## config.mk

```make
export PLATFORM = sky130hd
export DESIGN_NAME = mul_div_unit_flat
export DESIGN_NICKNAME = d
export VERILOG_FILES = /design/src/rtl/mul_div_unit_pkg.sv /design/src/rtl/mul_div_unit_if.sv /design/src/rtl/mul_div_unit_div_core.sv /design/src/rtl/mul_div_unit.sv /design/src/flat_wrapper.sv
export SDC_FILE = /design/constraint.sdc
export NUM_CORES = 2
export LEC_CHECK = 0
export CAP_MARGIN = 10
export CORE_MARGIN = 5
export CORE_UTILIZATION = 65
export CTS_CLUSTER_DIAMETER = 50
export CTS_CLUSTER_SIZE = 10
export DETAILED_ROUTE_END_ITERATION = 10
export HOLD_SLACK_MARGIN = 0.1
export PLACE_DENSITY = 0.83
export SETUP_SLACK_MARGIN = 0.05
export SYNTH_ARGS = -nofsm -noshare
export SYNTH_HDL_FRONTEND = slang
export SYNTH_SLANG_ARGS = --single-unit
```

## constraint.sdc

```tcl
create_clock -name clk -period 12 [get_ports clk]
set_input_delay 2.4 -clock clk [delete_from_list [all_inputs] [get_ports clk]]
set_output_delay 2.4 -clock clk [all_outputs]
set_load 0.005 [all_outputs]
```

## src/rtl/mul_div_unit_pkg.sv

```systemverilog
// Shared definitions for the EX-stage multiply/divide unit:
// ALU funct codes, FSM state encoding and result constants.
package mul_div_unit_pkg;

  localparam logic [5:0] F_MFHI  = 6'h10;
  localparam logic [5:0] F_MTHI  = 6'h11;
  localparam logic [5:0] F_MFLO  = 6'h12;
  localparam logic [5:0] F_MTLO  = 6'h13;
  localparam logic [5:0] F_MULT  = 6'h18;
  localparam logic [5:0] F_MULTU = 6'h19;
  localparam logic [5:0] F_DIV   = 6'h1A;
  localparam logic [5:0] F_DIVU  = 6'h1B;

  // divide-by-zero quotient is all ones; replicate to operand width
  localparam logic DIV0_Q_BIT = 1'b1;

  typedef enum logic [1:0] {
    S_IDLE = 2'd0,
    S_MUL  = 2'd1,
    S_DIV  = 2'd2,
    S_DONE = 2'd3
  } md_state_e;

  function automatic logic is_md(input logic [5:0] f);
    return (f == F_MULT) || (f == F_MULTU) ||
           (f == F_DIV)  || (f == F_DIVU);
  endfunction

endpackage

```

## src/rtl/mul_div_unit_if.sv

```systemverilog
// EX-stage bundle between the pipeline and the mul/div unit.
// master = pipeline side, slave = mul/div unit.
interface mul_div_unit_if #(
  parameter int DATA_WIDTH = 32
);
  logic                  en;
  logic [5:0]            funct;
  logic [DATA_WIDTH-1:0] rs_data;
  logic [DATA_WIDTH-1:0] rt_data;
  logic                  flush;
  logic                  stall_req;
  logic [DATA_WIDTH-1:0] hi;
  logic [DATA_WIDTH-1:0] lo;
  logic [DATA_WIDTH-1:0] mf_data;
  logic                  busy;

  modport master (
    output en, funct, rs_data, rt_data, flush,
    input  stall_req, hi, lo, mf_data, busy
  );

  modport slave (
    input  en, funct, rs_data, rt_data, flush,
    output stall_req, hi, lo, mf_data, busy
  );
endinterface

```

## src/rtl/mul_div_unit_div_core.sv

```systemverilog
// Iterative radix-2 restoring divider on unsigned magnitudes.
// One quotient bit per cycle; done flags the final step.
module div_core #(
  parameter int W = 32
) (
  input  logic         clk,
  input  logic         rst,
  input  logic         start,
  input  logic         abort,
  input  logic [W-1:0] dividend,
  input  logic [W-1:0] divisor,
  output logic         done,
  output logic [W-1:0] quot,
  output logic [W-1:0] rem
);
  localparam int CW = $clog2(W);

  logic          run;
  logic [CW-1:0] cnt;
  logic [W-1:0]  q;
  logic [W-1:0]  r;
  logic [W-1:0]  d;
  logic [W:0]    rr;
  logic [W:0]    diff;

  // quot/rem are the post-step values, valid when done
  always_comb begin
    rr   = {r, q[W-1]};
    diff = rr - {1'b0, d};
    quot = {q[W-2:0], ~diff[W]};
    rem  = diff[W] ? rr[W-1:0] : diff[W-1:0];
    done = run && (cnt == CW'(W-1));
  end

  always_ff @(posedge clk) begin
    if (!rst) begin
      run <= 1'b0;
      cnt <= '0;
      q   <= '0;
      r   <= '0;
      d   <= '0;
    end else if (abort) begin
      run <= 1'b0;
    end else if (start) begin
      run <= 1'b1;
      cnt <= '0;
      q   <= dividend;
      r   <= '0;
      d   <= divisor;
    end else if (run) begin
      q   <= quot;
      r   <= rem;
      cnt <= cnt + CW'(1);
      if (done) run <= 1'b0;
    end
  end
endmodule

```

## src/rtl/mul_div_unit.sv

```systemverilog
// EX-stage multiply/divide unit; owns HI/LO and stalls the
// pipeline while a multi-cycle MULT/DIV is in flight.
module mul_div_unit
  import mul_div_unit_pkg::*;
#(
  parameter int DATA_WIDTH = 32,
  parameter int MUL_CYCLES = 1
) (
  input logic            clk,
  input logic            rst,
  mul_div_unit_if.slave  bus
);
  localparam int W = DATA_WIDTH;

  md_state_e state, nxt;
  logic [2:0]   cnt;
  logic [W-1:0] a, b, hi_q, lo_q;
  logic         sgn, div0;
  logic         start, is_mul, is_sdiv, mul_last;
  logic [W-1:0] mag_a, mag_b, q_u, r_u;
  logic         dv_done;
  logic [2*W-1:0] ext_a, ext_b, prod;
  logic         neg_q, neg_r;

  always_comb begin
    start = rst && bus.en && !bus.flush &&
            (state == S_IDLE) && is_md(bus.funct);
    is_mul  = (bus.funct == F_MULT) || (bus.funct == F_MULTU);
    is_sdiv = (bus.funct == F_DIV);
    mag_a = (is_sdiv && bus.rs_data[W-1]) ?
            ('0 - bus.rs_data) : bus.rs_data;
    mag_b = (is_sdiv && bus.rt_data[W-1]) ?
            ('0 - bus.rt_data) : bus.rt_data;
    ext_a = sgn ? {{W{a[W-1]}}, a} : {{W{1'b0}}, a};
    ext_b = sgn ? {{W{b[W-1]}}, b} : {{W{1'b0}}, b};
    prod  = ext_a * ext_b;
    neg_q = sgn && (a[W-1] ^ b[W-1]);
    neg_r = sgn && a[W-1];
    mul_last = (cnt == 3'(MUL_CYCLES - 1));
  end

  div_core #(.W(W)) u_div (
    .clk      (clk),
    .rst      (rst),
    .start    (start && !is_mul && (bus.rt_data != '0)),
    .abort    (bus.flush),
    .dividend (mag_a),
    .divisor  (mag_b),
    .done     (dv_done),
    .quot     (q_u),
    .rem      (r_u)
  );

  always_comb begin
    nxt = state;
    unique case (state)
      S_IDLE: if (start) nxt = is_mul ? S_MUL : S_DIV;
      S_MUL:  if (mul_last) nxt = S_DONE;
      S_DIV:  if (div0 || dv_done) nxt = S_DONE;
      S_DONE: nxt = S_IDLE;
    endcase
    // flush aborts anything in flight
    if (bus.flush && state != S_IDLE) nxt = S_IDLE;
  end

  always_ff @(posedge clk) begin
    if (!rst) state <= S_IDLE;
    else      state <= nxt;
  end

  always_ff @(posedge clk) begin
    if (!rst) begin
      a <= '0; b <= '0; sgn <= 1'b0; div0 <= 1'b0;
      cnt <= '0;
    end else begin
      if (start) begin
        a    <= bus.rs_data;
        b    <= bus.rt_data;
        sgn  <= (bus.funct == F_MULT) || is_sdiv;
        div0 <= (bus.rt_data == '0);
        cnt  <= '0;
      end else if (state == S_MUL) begin
        cnt <= cnt + 3'd1;
      end
    end
  end

  always_ff @(posedge clk) begin
    if (!rst) begin
      hi_q <= '0;
      lo_q <= '0;
    end else if (!bus.flush) begin
      unique case (1'b1)
        state == S_IDLE && bus.en && bus.funct == F_MTHI:
          hi_q <= bus.rs_data;
        state == S_IDLE && bus.en && bus.funct == F_MTLO:
          lo_q <= bus.rs_data;
        state == S_MUL && mul_last:
          {hi_q, lo_q} <= prod;
        state == S_DIV && div0: begin
          hi_q <= a;
          lo_q <= {W{DIV0_Q_BIT}};
        end
        state == S_DIV && dv_done: begin
          lo_q <= neg_q ? ('0 - q_u) : q_u;
          hi_q <= neg_r ? ('0 - r_u) : r_u;
        end
        default: ;
      endcase
    end
  end

  assign bus.stall_req = rst && (start || (!bus.flush &&
                         (state == S_MUL || state == S_DIV)));
  assign bus.busy    = (state != S_IDLE);
  assign bus.hi      = hi_q;
  assign bus.lo      = lo_q;
  assign bus.mf_data = (bus.funct == F_MFHI) ? hi_q : lo_q;
endmodule

```

## src/flat_wrapper.sv

```systemverilog
// flat-port wrapper written by rule: the top's interface ports become plain ports
module mul_div_unit_flat import mul_div_unit_pkg::*;
#(
  parameter int DATA_WIDTH = 32,
  parameter int MUL_CYCLES = 1
)
  (clk, rst, bus_en, bus_funct, bus_rs_data, bus_rt_data, bus_flush, bus_stall_req, bus_hi, bus_lo, bus_mf_data, bus_busy);
  mul_div_unit_if #(.DATA_WIDTH(DATA_WIDTH)) bus_i ();
  input logic clk;
  input logic rst;
  input wire logic [$bits(bus_i.en)-1:0] bus_en;
  input wire logic [$bits(bus_i.funct)-1:0] bus_funct;
  input wire logic [$bits(bus_i.rs_data)-1:0] bus_rs_data;
  input wire logic [$bits(bus_i.rt_data)-1:0] bus_rt_data;
  input wire logic [$bits(bus_i.flush)-1:0] bus_flush;
  output wire logic [$bits(bus_i.stall_req)-1:0] bus_stall_req;
  output wire logic [$bits(bus_i.hi)-1:0] bus_hi;
  output wire logic [$bits(bus_i.lo)-1:0] bus_lo;
  output wire logic [$bits(bus_i.mf_data)-1:0] bus_mf_data;
  output wire logic [$bits(bus_i.busy)-1:0] bus_busy;
  assign bus_i.en = bus_en;
  assign bus_i.funct = bus_funct;
  assign bus_i.rs_data = bus_rs_data;
  assign bus_i.rt_data = bus_rt_data;
  assign bus_i.flush = bus_flush;
  assign bus_stall_req = bus_i.stall_req;
  assign bus_hi = bus_i.hi;
  assign bus_lo = bus_i.lo;
  assign bus_mf_data = bus_i.mf_data;
  assign bus_busy = bus_i.busy;
  mul_div_unit #(.DATA_WIDTH(DATA_WIDTH), .MUL_CYCLES(MUL_CYCLES)) u_core (.clk(clk), .rst(rst), .bus(bus_i));
endmodule
```

# Word level (Yosys, flattened, before mapping)
# Index checks and enable logic that the tools add are counted.
[classes]
add_sub_neg = 7
n_mul = 1
n_eq_ne = 14
muxes = 24
n_bitwise = 4
reduce_logical = 45
[ops]
columns = ["operator", "count"]
rows = [
  ["$mux 32", 10],
  ["$pmux 32 s4", 2],
  ["$mux 64", 2],
  ["$sub 1x32->32 const A", 4],
  ["$mul 64x64->64", 1],
  ["$eq 6x5->1 const B", 7],
  ["$sub 33x32->33", 1],
  ["$logic_not 32->1", 1],
  ["$reduce_bool 32->1", 1],
  ["$logic_and 1x1->1", 20],
  ["$mux 5", 2],
  ["$mux 2", 4],
  ["$pmux 2 s4", 1],
  ["$reduce_and 2->1", 4],
  ["$reduce_bool 4->1", 2],
  ["$logic_or 1x1->1", 7],
  ["$ne 2x1->1 const B", 3],
  ["$reduce_or 2->1", 3],
  ["$add 5x1->5 const B", 1],
  ["$eq 5x5->1 const B", 1],
  ["$eq 2x2->1 const B", 2],
  ["$reduce_bool 2->1", 2],
  ["$add 3x1->3 const B", 1],
  ["$logic_not 3->1", 1],
  ["other kinds (7)", 12],
]
[totals]
regBits = 237
out_inout_bits = 98
word_cells = 108

# Logic depth before layout (Yosys ltp)
[depth]
depth_word = 9
depth_mapped = 37
depth_no_buf = 35

# Cells and area by module
# From an unflattened synthesis, not the netlist that was laid out.
[hier_totals]
hier_cells = 7073
area_unflattened_um2 = 63314.5
[by_module_without_submodules]
columns = ["mod", "n_inst", "cells_each", "area_per_inst_um2", "seq_area_each_um2"]
rows = [
  ["mul_div_unit", 1, 6304, 56773.2, 2702.6],
  ["div_core", 1, 769, 6541.3, 2042.0],
]

# Worst setup path after synthesis
# No wires, ideal clock.
[synth_timing]
path_kind = "reg2reg"
start = "register u_core.a[31]"
end = "register u_core.hi_q[28] (netlist: u_core.bus.hi[28])"
setup_ns = 0.060
t_arrival_ns = 9.565
setup_slack_ns = 2.375
stages_incl_launch_ff = 34
path_buffers = 4
synth_period_minus_slack_ns = 9.625
cell_sequence = "dfxtp_1 > and2_1 > clkbuf_1 > clkbuf_1 > buf_1 > nand2_1 > fa_1 > inv_1 > fa_1 > fa_1 > inv_1 > fa_1 > inv_1 > fa_1 > fa_1 > fa_1 > fa_1 > fa_1 > inv_1 > fa_1 > inv_1 > ha_1 > clkbuf_1 > a21o_1 > a21o_1 > a21oi_1 > o21ai_0 > a21oi_1 > inv_1 > o211ai_1 > a211oi_1 > or3_1 > a31oi_1 > o221a_1"
[synth_via]
elab_chain_len = 3
[synth_rtl]
columns = ["item", "line_no", "rtl"]
rows = [
  ["from (decl)", "mul_div_unit.sv:17", "logic [W-1:0] a, b, hi_q, lo_q;"],
  ["from (signal assigned)", "mul_div_unit.sv:77", "a <= bus.rs_data;"],
  ["$mux 64 / $logic_and 1x1->1 (equally long branches)", "mul_div_unit.sv:34, mul_div_unit.sv:38", ""],
  ["$mul 64x64->64 / $mux 32 (equally long branches)", "mul_div_unit.sv:36, mul_div_unit.sv:106", ""],
  ["$pmux 32 s4 (*)", "mul_div_unit.sv:93", "unique case (1'b1)"],
  ["to (signal assigned)", "mul_div_unit.sv:95", "hi_q <= bus.rs_data;"],
  ["to (signal assigned)", "mul_div_unit.sv:99", "{hi_q, lo_q} <= prod;"],
  ["to (signal assigned)", "mul_div_unit.sv:106", "hi_q <= neg_r ? ('0 - r_u) : r_u;"],
  ["to (decl)", "mul_div_unit.sv:17", ""],
]
# Mark *: on every way between the ends. The rest lies on a longest branch, timed or not.
# A chain may end at the register's enable or synchronous reset.

# Final worst setup path
[layout_timing]
start = "register u_core.sgn"
end = "register u_core.hi_q[28] (netlist: u_core.bus.hi[28])"
[layout_via]
elab_chain_len = 3
[layout_rtl]
columns = ["item", "line_no", "rtl"]
rows = [
  ["from (decl)", "mul_div_unit.sv:18", "logic sgn, div0;"],
  ["from (signal assigned)", "mul_div_unit.sv:79", "sgn <= (bus.funct == F_MULT) || is_sdiv;"],
  ["$mux 64, or another cell as far along", "mul_div_unit.sv:34", "ext_a = sgn ? {{W{a[W-1]}}, a} : {{W{1'b0}}, a};"],
  ["$mul 64x64->64 / $mux 32 (equally long branches)", "mul_div_unit.sv:36, mul_div_unit.sv:106", ""],
  ["$pmux 32 s4 (*)", "mul_div_unit.sv:93", ""],
]
# Marked as above.

==> impl_metrics.env <==
export IMPL_grt_antenna_before_repair=14
export IMPL_synthCells=7116
export IMPL_avgSynthCellArea_um2=8.91
export IMPL_yosysSeqAreaShare=0.0748
export IMPL_fin_util=0.700
export IMPL_cts_htree_levels=2
export IMPL_hold_class="reg -> reg"
export IMPL_rows=114
export IMPL_overflow=0
export IMPL_synth_commonest_cells="inv_1 (1590), fa_1 (1420), nand2_1 (887)"
export IMPL_critPathMostFrequentCell="fa_1"
export IMPL_relSlewSlack=0.128
export IMPL_fmax_mhz=95.3
export IMPL_p_leak_nw=34.2
export IMPL_cts_resized=0
export IMPL_ys_warn_count=0
export IMPL_synth_nets=8962
export IMPL_critPathArrivalTime_ps=11010
export IMPL_synthesis_area_um2=63400
export IMPL_cts_sinks=237
export IMPL_die_h_um=322
export IMPL_ctsHoldBuffers=0
export IMPL_core_area_um2=96700
export IMPL_ys_flop_type="dfxtp_1"
export IMPL_cts_buffers=44
export IMPL_gp_congestion=1.04
export IMPL_vdd_drop_max_v=0.0000984
export IMPL_skew_ps=38.2
export IMPL_crit_required_ps=12520
export IMPL_drv_slew=0
export IMPL_yosysTopAreaCellShare=0.448
export IMPL_clock_path_buffers=3
export IMPL_ys_ff_latch=237
export IMPL_cap_violations=0
export IMPL_first_pass_iters=6
export IMPL_synthTopCellsByArea="fa_1 (45%), inv_1 (9.4%), dfxtp_1 (7.5%)"
export IMPL_outcome="complete, no violations"
export IMPL_wl_per_cell_um=24.4
export IMPL_ys_types=97
export IMPL_worstPathMaxFanout=26
export IMPL_drt_iter0_drc=5679
export IMPL_clk_pin_slew_worst_paths_ps=50
export IMPL_yosys_area_top_type="fa_1"
export IMPL_cp_slowest_cell="fa_1"
export IMPL_grt_use_total=0.402
export IMPL_dieArea_um2=104000
export IMPL_grt_max_degree=99
export IMPL_wl_um=204000
export IMPL_fillers=7501
export IMPL_start_util=0.656
export IMPL_regArea_um2=4750
export IMPL_postRouteAntennaNets=0
export IMPL_worst_pin_slew_ps=1310
export IMPL_place_hpwl_um=165000
export IMPL_grt_pass1_vias=54500
export IMPL_path_class="reg -> reg"
export IMPL_async_flop_share=0
export IMPL_viasPerCell=6.04
export IMPL_area_delta_synth_final_pct=6.80
export IMPL_drive_above_1_share=0.0400
export IMPL_ios=172
export IMPL_grt_pass1_wl_um=318000
export IMPL_drc=0
export IMPL_critPathCaptureType="flip-flop"
export IMPL_synth_edf_count=0
export IMPL_vias=50500
export IMPL_startpoint_type="flip-flop"
export IMPL_p_per_area_nw_per_um2=42.3
export IMPL_slowest_delay_ps=860
export IMPL_die_x_um=322
export IMPL_clock_latency_ps=600
export IMPL_multiInputGateArea_um2=51100
export IMPL_numPortBuffers=171
export IMPL_nNetsFinal=8887
export IMPL_cts_tree="yes"
export IMPL_tns_ps=0
export IMPL_hold_viol=0
export IMPL_finalSetupViolations=0
export IMPL_min_period_ps=10490
export IMPL_postCtsSetupRepairBufs=0
export IMPL_root_buffer="clkbuf_16"
export IMPL_yosysMostFrequentCell="inv_1"
export IMPL_period_share=0.874
export IMPL_grt_setup_unrepaired="no"
==> cells by family after synthesis <==
kind of cell	synth area share
buf+inv	0.120
simple gates	0.151
fa+ha+maj	0.518
compound gates	0.0915
xor+xnor	0.0352
flops	0.0748
mux	0.00951
==> layout by cell type, fill, tap and decap left out, types with 13 or more instances in the layout <==
| cell type | Yosys | layout |
|---|---|---|
| a211oi_1 | 36 | 36 |
| a21boi_0 | 66 | 66 |
| a21o_1 | 65 | 65 |
| a21oi_1 | 178 | 177 |
| a221oi_1 | 44 | 44 |
| a31o_2 | 13 | 13 |
| a31oi_1 | 33 | 33 |
| and2_1 | 619 | 619 |
| and3_1 | 36 | 35 |
| buf_4 | 6 | 114 |
| clkbuf_16 | 0 | 44 |
| clkdlybuf4s50_1 | 0 | 170 |
| dfxtp_1 | 237 | 236 |
| fa_1 | 1420 | 1420 |
| ha_1 | 352 | 352 |
| inv_1 | 1590 | 1590 |
| mux2_2 | 34 | 34 |
| mux2i_1 | 22 | 22 |
| nand2_1 | 887 | 886 |
| nand2b_1 | 24 | 24 |
| nand3_1 | 69 | 68 |
| nand4_1 | 25 | 25 |
| nor2_1 | 157 | 155 |
| nor2b_1 | 19 | 18 |
| nor3_1 | 34 | 33 |
| nor4_1 | 20 | 20 |
| o211a_1 | 37 | 37 |
| o211ai_1 | 14 | 14 |
| o21a_1 | 16 | 16 |
| o21ai_0 | 171 | 171 |
| o21bai_1 | 14 | 14 |
| o31ai_1 | 18 | 18 |
| o41ai_1 | 17 | 17 |
| or3_1 | 21 | 21 |
| xnor2_1 | 165 | 165 |
| xor2_1 | 87 | 87 |
==> routing by layer <==
metal / global-route usage / vias to the layer above / share of wire
li1: - / 21400 / -
met1: 0.541 / 25500 / 0.38
met2: 0.619 / 3010 / 0.45
met3: 0.109 / 615 / 0.12
met4: 0.174 / 4 / 0.054
met5: 0 / - / 0.00013
==> final timing paths <==
path	slack [ps]	start	to	cells after the start
min	460	u_core.u_div.d[31]$_SDFFE_PN0P_	u_core.u_div.d[31]$_SDFFE_PN0P_	2
max reg2reg	1510	u_core.sgn$_SDFFE_PN0P_	u_core.bus.hi[28]$_SDFFE_PN0P_	30
min reg2reg	460	u_core.u_div.d[31]$_SDFFE_PN0P_	u_core.u_div.d[31]$_SDFFE_PN0P_	2
max	1510	u_core.sgn$_SDFFE_PN0P_	u_core.bus.hi[28]$_SDFFE_PN0P_	30
==> stage by stage <==
stage / cells / setup slack (ps) / power [mW] / cell area, µm² / hold WS (ps)
2_1_floorplan: 7116 / 2380 / 1.13 / 63400 / 430
3_3_place_gp: 8269 / 1710 / 1.44 / 66000 / 446
3_5_place_dp: 8270 / 1700 / 1.44 / 66100 / 444
4_1_cts: 8349 / 1680 / 2.85 / 67700 / 457
5_1_grt: 8350 / 1150 / 2.93 / 67700 / 490
6_report: 8355 / 1510 / 2.86 / 67700 / 458
==> flip-flops by register name, summed over array words and instances (netlist names) <==
name / count
u_core.div0: 1
u_core.cnt: 3
u_core.u_div.run: 1
u_core.b: 32
u_core.u_div.cnt: 5
u_core.a: 32
u_core.bus.hi: 32
u_core.state: 2
u_core.u_div.d: 32
u_core.u_div.q: 32
u_core.bus.lo: 32
u_core.u_div.r: 32
u_core.sgn: 1
==> layout make-up <==
cell class | instances | area share
Timing Repair Buffer | 288 | 0.0392
Antenna cell | 5 | 0.000185
Clock buffer | 50 | 0.0170
Multi-Input combinational cell | 4879 | 0.755
Sequential cell | 237 | 0.0701
Inverter | 1591 | 0.0882
Clock inverter | 29 | 0.00693
Tap cell | 1276 | 0.0236
==> critical path, delay by kind of cell, from the launching register on <==
family	cells	cell delay, ps
AO/OA/AOI/OAI	9	1950
buffers and inverters	7	1030
flip-flops	1	300
adder cells (fa/ha/maj)	11	6080
AND/OR/NAND/NOR	3	1070
==> power by group <==
group	total (mW)	internal [mW]	switching [mW]
Sequential	0.916	0.832	0.0838
Combinational	0.537	0.233	0.304
Clock	1.41	0.928	0.482
Note: power is estimated with default switching activity, not from simulation.
